<file path="config.mk">
export PLATFORM = sky130hd
export DESIGN_NAME = alu_mc
export DESIGN_NICKNAME = d
export VERILOG_FILES = /design/src/rtl/alu_pkg.sv /design/src/rtl/alu_decode.sv /design/src/rtl/alu_mc.sv
export SDC_FILE = /design/constraint.sdc
export NUM_CORES = 1
export LEC_CHECK = 0
export CORE_MARGIN = 2
export CORE_UTILIZATION = 28
export CTS_BUF_LIST = sky130_fd_sc_hd__clkbuf_4 sky130_fd_sc_hd__clkbuf_8
export CTS_CLUSTER_SIZE = 40
export DETAILED_ROUTE_END_ITERATION = 12
export PLACE_DENSITY = 0.5
export SLEW_MARGIN = 20
export SYNTH_ARGS = -nofsm -noshare
export SYNTH_HDL_FRONTEND = slang
export SYNTH_SLANG_ARGS = --single-unit
</file>
<file path="constraint.sdc">
create_clock -name clk -period 3.4 [get_ports clk]
set_input_delay 0.51 -clock clk [delete_from_list [all_inputs] [get_ports clk]]
set_output_delay 0.51 -clock clk [all_outputs]
set_load 0.1 [all_outputs]
</file>
<file path="src/rtl/alu_pkg.sv">
// Shared types for the multi-cycle ALU: decoded operation and controller state.
package alu_pkg;

  typedef enum logic [3:0] {
    OP_ADD,
    OP_SUB,
    OP_SLL,
    OP_SLT,
    OP_SLTU,
    OP_XOR,
    OP_SRL,
    OP_SRA,
    OP_OR,
    OP_AND,
    OP_MUL,
    OP_ILL
  } alu_op_e;

  typedef enum logic [1:0] {
    S_IDLE,
    S_BUSY,
    S_DONE
  } alu_state_e;

  localparam logic [1:0] ALUOP_ADD   = 2'b00;
  localparam logic [1:0] ALUOP_SUB   = 2'b01;
  localparam logic [1:0] ALUOP_FUNCT = 2'b10;

  // Shift ops are the only non-multiply ops that may need the iterative path
  function automatic logic is_shift(input alu_op_e op);
    return (op == OP_SLL) || (op == OP_SRL) || (op == OP_SRA);
  endfunction

endpackage

</file>
<file path="src/rtl/alu_decode.sv">
// Combinational ALU control decode: aluop/funct3/funct7/mext -> operation.
// ALU_MC_MUL_EN enables decode of MUL (aluop 10, funct3 000, mext 1).
module alu_decode
  import alu_pkg::*;
(
  input  logic [1:0] aluop,
  input  logic [2:0] funct3,
  input  logic       funct7,
  input  logic       mext,
  output alu_op_e    op
);

  // Decode table; anything not listed is illegal
  always_comb begin
    op = OP_ILL;
    case (aluop)
      ALUOP_ADD: op = OP_ADD;
      ALUOP_SUB: op = OP_SUB;
      ALUOP_FUNCT: begin
        if (mext) begin
`ifdef ALU_MC_MUL_EN
          if (funct3 == 3'b000) op = OP_MUL;
`endif
        end else begin
          case (funct3)
            3'b000:  op = funct7 ? OP_SUB : OP_ADD;
            3'b001:  op = OP_SLL;
            3'b010:  op = OP_SLT;
            3'b011:  op = OP_SLTU;
            3'b100:  op = OP_XOR;
            3'b101:  op = funct7 ? OP_SRA : OP_SRL;
            3'b110:  op = OP_OR;
            default: op = OP_AND;
          endcase
        end
      end
      default: op = OP_ILL;
    endcase
  end

endmodule

</file>
<file path="src/rtl/alu_mc.sv">
// Multi-cycle ALU with valid/ready handshakes. Single-cycle ops finish in one
// cycle; shifts iterate SHIFT_STEP bits per cycle. ALU_MC_MUL_EN adds an
// iterative shift-add multiplier (one bit per cycle).
module alu_mc
  import alu_pkg::*;
#(
  parameter int unsigned XLEN       = 32,
  parameter int unsigned SHIFT_STEP = 1
) (
  input  logic            clk,
  input  logic            rst_n,
  input  logic            in_valid,
  output logic            in_ready,
  input  logic [1:0]      aluop,
  input  logic [2:0]      funct3,
  input  logic            funct7,
  input  logic            mext,
  input  logic [XLEN-1:0] op_a,
  input  logic [XLEN-1:0] op_b,
  output logic            out_valid,
  input  logic            out_ready,
  output logic [XLEN-1:0] result,
  output logic            zero,
  output logic            err
);

  localparam int unsigned SW = $clog2(XLEN);
  localparam int unsigned CW = $clog2(XLEN + 1);
  localparam logic [CW-1:0] STEP = CW'(SHIFT_STEP);

  alu_state_e      state, state_d;
  alu_op_e         op_dec, op_q;
  logic [XLEN-1:0] acc;
  logic [CW-1:0]   cnt;
`ifdef ALU_MC_MUL_EN
  logic [XLEN-1:0] mcand, mplier;
`endif

  logic [SW-1:0]   shamt_c;
  logic            accept_c;
  logic            needs_busy_c;
  logic [XLEN-1:0] alu_res_c, step_res_c, res_fin_c;
  logic [CW-1:0]   step_amt_c, cnt_rem_c;

  alu_decode u_decode (
    .aluop  (aluop),
    .funct3 (funct3),
    .funct7 (funct7),
    .mext   (mext),
    .op     (op_dec)
  );

  assign shamt_c      = op_b[SW-1:0];
  assign accept_c     = in_valid && (state == S_IDLE);
  assign needs_busy_c = (is_shift(op_dec) && (shamt_c != '0)) || (op_dec == OP_MUL);

  // Single-cycle result; shifts with shamt 0 pass op_a through
  always_comb begin
    alu_res_c = '0;
    case (op_dec)
      OP_ADD:  alu_res_c = op_a + op_b;
      OP_SUB:  alu_res_c = op_a - op_b;
      OP_SLT:  alu_res_c = XLEN'($signed(op_a) < $signed(op_b));
      OP_SLTU: alu_res_c = XLEN'(op_a < op_b);
      OP_XOR:  alu_res_c = op_a ^ op_b;
      OP_OR:   alu_res_c = op_a | op_b;
      OP_AND:  alu_res_c = op_a & op_b;
      OP_SLL, OP_SRL, OP_SRA: alu_res_c = op_a;
      default: alu_res_c = '0;
    endcase
  end

  // One iteration of the BUSY datapath; last shift step may be partial
  always_comb begin
    step_amt_c = (cnt < STEP) ? cnt : STEP;
    cnt_rem_c  = cnt - step_amt_c;
    step_res_c = acc;
    case (op_q)
      OP_SLL: step_res_c = acc << step_amt_c;
      OP_SRL: step_res_c = acc >> step_amt_c;
      OP_SRA: step_res_c = XLEN'($signed(acc) >>> step_amt_c);
`ifdef ALU_MC_MUL_EN
      OP_MUL: begin
        step_res_c = acc + (mplier[0] ? mcand : '0);
        cnt_rem_c  = cnt - CW'(1);
      end
`endif
      default: step_res_c = acc;
    endcase
  end

  assign res_fin_c = (state == S_BUSY) ? step_res_c : alu_res_c;

  // Controller state register
  always_ff @(posedge clk or negedge rst_n) begin
    if (!rst_n) state <= S_IDLE;
    else        state <= state_d;
  end

  // Next-state logic
  always_comb begin
    state_d = state;
    case (state)
      S_IDLE: if (accept_c) state_d = needs_busy_c ? S_BUSY : S_DONE;
      S_BUSY: if (cnt_rem_c == '0) state_d = S_DONE;
      S_DONE: if (out_ready) state_d = S_IDLE;
      default: state_d = S_IDLE;
    endcase
  end

  // Operand capture, iteration registers and registered outputs
  always_ff @(posedge clk or negedge rst_n) begin
    if (!rst_n) begin
      in_ready  <= 1'b1;
      out_valid <= 1'b0;
      result    <= '0;
      zero      <= 1'b1;
      err       <= 1'b0;
      op_q      <= OP_ADD;
      acc       <= '0;
      cnt       <= '0;
`ifdef ALU_MC_MUL_EN
      mcand     <= '0;
      mplier    <= '0;
`endif
    end else begin
      in_ready <= (state_d == S_IDLE);
      case (state)
        S_IDLE: begin
          if (accept_c) begin
            op_q <= op_dec;
            acc  <= op_a;
            cnt  <= CW'(shamt_c);
`ifdef ALU_MC_MUL_EN
            if (op_dec == OP_MUL) begin
              acc    <= '0;
              cnt    <= CW'(XLEN);
              mcand  <= op_a;
              mplier <= op_b;
            end
`endif
          end
        end
        S_BUSY: begin
          acc <= step_res_c;
          cnt <= cnt_rem_c;
`ifdef ALU_MC_MUL_EN
          mcand  <= mcand << 1;
          mplier <= mplier >> 1;
`endif
        end
        default: ;
      endcase
      if ((state != S_DONE) && (state_d == S_DONE)) begin
        out_valid <= 1'b1;
        result    <= res_fin_c;
        zero      <= (res_fin_c == '0);
        err       <= (state == S_IDLE) && (op_dec == OP_ILL);
      end else if ((state == S_DONE) && out_ready) begin
        out_valid <= 1'b0;
      end
    end
  end

endmodule

</file>
# Word-level counts from Yosys, hierarchy flattened

Index checks and enable logic that the tools add are counted.

Register bits after elaboration: 80
Logic and storage cells: 89

$add $sub $neg: 3
Order comparisons: 3
Eq/ne operators: 27
Shifts and indexed selects: 3
Muxes and demuxes: 20
Bitwise logic cells: 3
Reduce and logical (&&, ||, !) cells: 21

Operators by type and width:

| operator             | count |
|---|---|
| $pmux W32 S8         | 1 |
| $pmux W32 S3         | 1 |
| $lt A32 B32 Y1       | 2 |
| $mux W32             | 2 |
| $pmux W32 S2         | 1 |
| $add A32 B32 Y32     | 1 |
| $and A32 B32 Y32     | 1 |
| $logic_not A32 Y1    | 1 |
| $or A32 B32 Y32      | 1 |
| $shl A32 B6 Y32      | 1 |
| $shr A32 B6 Y32      | 1 |
| $sshr A32 B6 Y32     | 1 |
| $sub A32 B32 Y32     | 1 |
| $xor A32 B32 Y32     | 1 |
| $pmux W4 S7          | 1 |
| $eq A4 B3 Y1 const B | 6 |
| $eq A4 B4 Y1 const B | 4 |
| $eq A4 B2 Y1 const B | 3 |
| $mux W6              | 2 |
| $pmux W4 S3          | 1 |
| $pmux W6 S2          | 1 |
| $eq A3 B3 Y1 const B | 3 |
| $mux W2              | 4 |
| $eq A2 B2 Y1 const B | 3 |
| other kinds (20)     | 36 |

# Depth between registers and ports, before layout

Word-level depth: 15
Mapped depth: 15
Gate-level depth less buffers: 14

# Cells and area by module

A second synthesis with hierarchy kept.

Cells, all modules: 1400
Area total of the unflattened synthesis: 10126.0 µm²

Modules (own cells, without submodules):

| module     | times used | cells an instance | area an instance (µm²) | sequential area each (µm²) |
|---|---|---|---|---|
| alu_mc     | 1          | 1383              | 10032.1                | 2004.4 |
| alu_decode | 1          | 17                | 93.8                   | 0.0 |

# Least setup slack after synthesis

No wires, ideal clock.

Path type: in2reg
Start point: in op_a[0]
End point: reg zero
Data arrival time: 3.426 ns
Required time: 3.338 ns
Slack: -0.089 ns
Stages on the path: 13
Cells stage by stage: ha_1 fa_1 a21o_1 a31o_1 a221o_1 nor4_1 a311oi_1 a221oi_1 o211ai_1 nor4_1 nand4b_1 nor4b_2 a22o_1

Cells in the longest elaborated chain, start to end: 4
Elaborated cells on any way between the ends: 10

RTL lines:

| what                                           | RTL line      | text |
|---|---|---|
| start, declared                                | alu_mc.sv:18  | `input logic [XLEN-1:0] op_a,` |
| $sub A32 B32 Y32, or another cell as far along | alu_mc.sv:62  | `OP_SUB: alu_res_c = op_a - op_b;` |
| $pmux W32 S8 *                                 | alu_mc.sv:60  | `case (op_dec)` |
| $mux W32 *                                     | alu_mc.sv:92  | `assign res_fin_c = (state == S_BUSY) ? step_res_c : alu_res_c;` |
| $logic_not A32 Y1 *                            | alu_mc.sv:157 | `zero <= (res_fin_c == '0);` |
| end signal, assigned                           | alu_mc.sv:157 |  |
| end, declared                                  | alu_mc.sv:23  | `output logic zero,` |

Every way passes the cells marked *; elsewhere a longest branch is shown, timed or not.
A chain may end at the register's enable or synchronous reset.

# Final worst setup path

Start point: in op_a[5]
End point: reg zero

The elaborated chain is that of the path after synthesis.

==> impl_results.md <==
* Top cells by area, synth: dfrtp_1 (19%), ha_1 (13%), a21oi_1 (5.9%)
* Netlist cell types at around 90
* Area Overhead vs Synth at 70.8%
* Detailed Route Iter0 Violations at between 1500 and 2000
* Initial antenna violation count at 1
* DR vias/cell at between 5 and 6
* Pre-Repair DR Iteration Count at 11
* Crit path time final at 3.51 ns
* Final Util at between 40% and 50%
* Period utilisation layout at 103%
* H-tree Lvls at 3
* Global routing's busiest layer: met2
* Insertion delay to the later sink of the worst-skew pair at around 0.38 ns
* Sink Count at 80
* Post-synthesis async set-or-reset flop share at 100%
* Post-Syn Area per Cell at about 7.5 um^2
* Post-Syn Nets at 1538
* HP Class: in -> async
* Pre-CTS WS at -1.44 ns
* CTS tree: yes
* # port buffers at 110
* TritonCTS buffer count at 9
* DIE HEIGHT at 194 um
* WL/cell at 22.3 um
* Boundary Pins at 111
* Core Region at around 0.036 mm^2
* Clock transition at path regs at approximately 0.090 ns
* First-pass GRT wire length at roughly 80000 um
* DIE WIDTH at around 190 um
* Largest area contributor in the netlist: dfrtp_1
* Dpl hpwl at 42800 um
* Crit. End Element: register
* Worst Slack Setup Final at -0.111 ns
* Met3 Track Usage GR at under 10%
* CP Max Fanout at 5
* EDFF count, synth at 0
* Least-Margin Pin Slew at between 1 and 1.5 ns
* Setup crit start kind: input port
* Critical path type: in -> reg
* Instance count of the mapped netlist at 1357
* VDD IR max at approximately 0.19 mV
* Initial Utilization at 28.5%
* GR Util met1 at roughly two fifths
* Clock Tree Buf Depth at 2
* Drt total wl at between 50000 and 60000 um
* Final number of setup-violating endpoints at 1
* WP data required at between 3 and 4 ns
* MaxCap Viol Count at 0
* Highest clock rate at roughly 280 MHz
* Final Skew at between 0.02 and 0.025 ns
* Top FF cell, synth: dfrtp_1
* Dpl cell area at around 0.015 mm^2
* Die area at ~0.038 mm^2
* Pins Over Slew Limit at 0
* Pin count of the biggest net entering global routing at 81
* Antenna cells at 0
* RSZ-0062 raised after global routing: yes
* Nets at ~2100
* Root buffer cell: clkbuf_8
* Final ANT Viol Nets at 0
* Cell area after synthesis at 0.0102 mm^2
* DRC viols at 10
* Vias in the first global route at 13021
* Layout cells sized above 1 at 43.0%
* Rel. slew slack at around a third
* Post-synth top area share at 19.2%
* GR Util met2 at between 40% and 50%
* PwrDens at between 300 and 400 mW/mm^2
* Std-Cell Rows at just under 70
* Leak at around 7.7 nW
* CP arrival at 3.83 ns
* GP Congestion at 0.973
* Yosys reg bits at 80
* Yosys warns at 0
* Final Hold Viols at 0
* Post-CTS Hold Buffers at 0
* Post-route cell area at between 0.015 and 0.02 mm^2
* Remaining global-route overflow at 0
* Total GRT Usage at 27.6%
* Via count at 13451
* Status: complete, but fails checks
* Register area share after synthesis at approximately 20%
* Failing checks: DRC, setup timing
logic make-up after synthesis:
family | count (synthesis) | synth area share (%)
XOR/XNOR | 27 | 2.33
AND/OR/NAND/NOR | 408 | 20.2
buffers and inverters | 196 | 7.53
AO/OA/AOI/OAI | 528 | 35.7
flip-flops | 80 | 19.7
multiplexers | 12 | 1.23
adder cells (fa/ha/maj) | 106 | 13.2
critical path: stages:
cell and delay [ns]:
dlygate4sd2_1 0.24, buf_6 0.16, ha_1 0.17, a21oi_1 0.11, o211ai_1 0.28, o2111ai_2 0.24, buf_4 0.21, nand2_4 0.08
a21boi_4 0.07, buf_4 0.15, a221oi_4 0.35, o32ai_4 0.14, nor4_2 0.30, buf_4 0.16, nand4b_1 0.13, nor4b_2 0.34
a22o_1 0.17
report_power, final:
group	total, mW	internal, mW	switching, mW
Combinational	4.52	1.81	2.70
Clock	0.772	0.353	0.418
Sequential	1.48	1.22	0.256
placed cells by master (no fill, tap or decap), types with 9 or more instances in the layout:
cell / n
buf_6: 34
clkdlybuf4s50_1: 53
a22oi_1: 19
inv_1: 66
o21ai_1: 20
o22ai_1: 32
nor2_1: 111
o22a_1: 11
o21ai_0: 84
dlygate4sd2_1: 32
a21oi_2: 18
a21oi_1: 98
dfrtp_1: 74
nor3_1: 24
nor4_1: 11
ha_1: 70
nand2_1: 83
nand2b_1: 10
ha_4: 28
inv_2: 43
a31oi_1: 15
buf_4: 515
clkbuf_8: 9
nor2b_1: 11
o211ai_1: 29
nor2_2: 10
xnor2_1: 22
nand3_1: 21
or3_1: 16
nand4_1: 17
a21o_1: 12
o21a_1: 10
metrics by stage:
step                      instances  TNS (ns)  hold slack, ns  power [mW]
after floorplan                1357         0           0.214        3.72
after global placement         2311    -16.74           0.470        5.42
after detailed placement       2311    -16.98           0.478        5.44
after CTS                      2388   -0.0325           0.345        6.57
after global routing           2410    -0.335           0.225        7.10
final                          2410    -0.111           0.161        6.77
worst paths after layout:
check                      cells after the start          to  startpoint  slack (ns)
setup reg to reg                              13        zero     op_q[2]       -0.09
max in group asynchronous                      1     op_q[2]       rst_n        2.65
hold / removal                                 1      cnt[4]       rst_n        0.16
hold reg to reg                                2  result[17]  result[17]        0.49
setup / recovery                              17        zero     op_a[5]       -0.11
min in group clk                               2  result[17]  result[17]        0.49
per-layer routing:
metal	part of all wire (%)	up-vias	wire length, um
li1	-	6253	-
met4	2.5	0	1330
met1	46	6541	24500
met5	0	-	0
met3	7.7	78	4140
met2	44	579	23700
cells in the mapped netlist, types with 13 or more instances:
library cell and count:
a31oi_1 17, nor2_1 126, inv_1 109, or3_1 17, o31ai_1 13, dfrtp_1 78
nand2_1 86, xnor2_1 26, a221oi_1 15, nor4_1 17, ha_1 104, nor3_1 37
nor2b_1 15, a21oi_1 119, buf_2 19, nand3_1 26, o22ai_1 33, nand4_1 17
o21ai_0 102, o211ai_1 29, clkbuf_1 54, a22oi_1 21, a211oi_1 14
repair_timing:
| action | 4_1_cts | 5_1_grt |
|---|---|---|
| resized for setup | 325 | 106 |
| pin swaps | 94 | 78 |
| cloned | 0 | 0 |
| buffers inserted | 63 | 23 |
| setup endpoints to repair | 19 | 9 |
flip-flops by register name (all words and copies together), names as in the netlist:
signal,count
acc,32
result,32
cnt,6
op_q,4
state,2
err,1
in_ready,1
out_valid,1
zero,1
final cells by class:
type	count	area (um^2)
multi-input combinational	1081	8760
sequential	80	2010
clock inverter	7	88.8
timing repair buffer	662	5370
tap	461	577
inverter	110	417
clock buffer	9	124
fill	3527	18300
(Power assumes the default switching activity.)
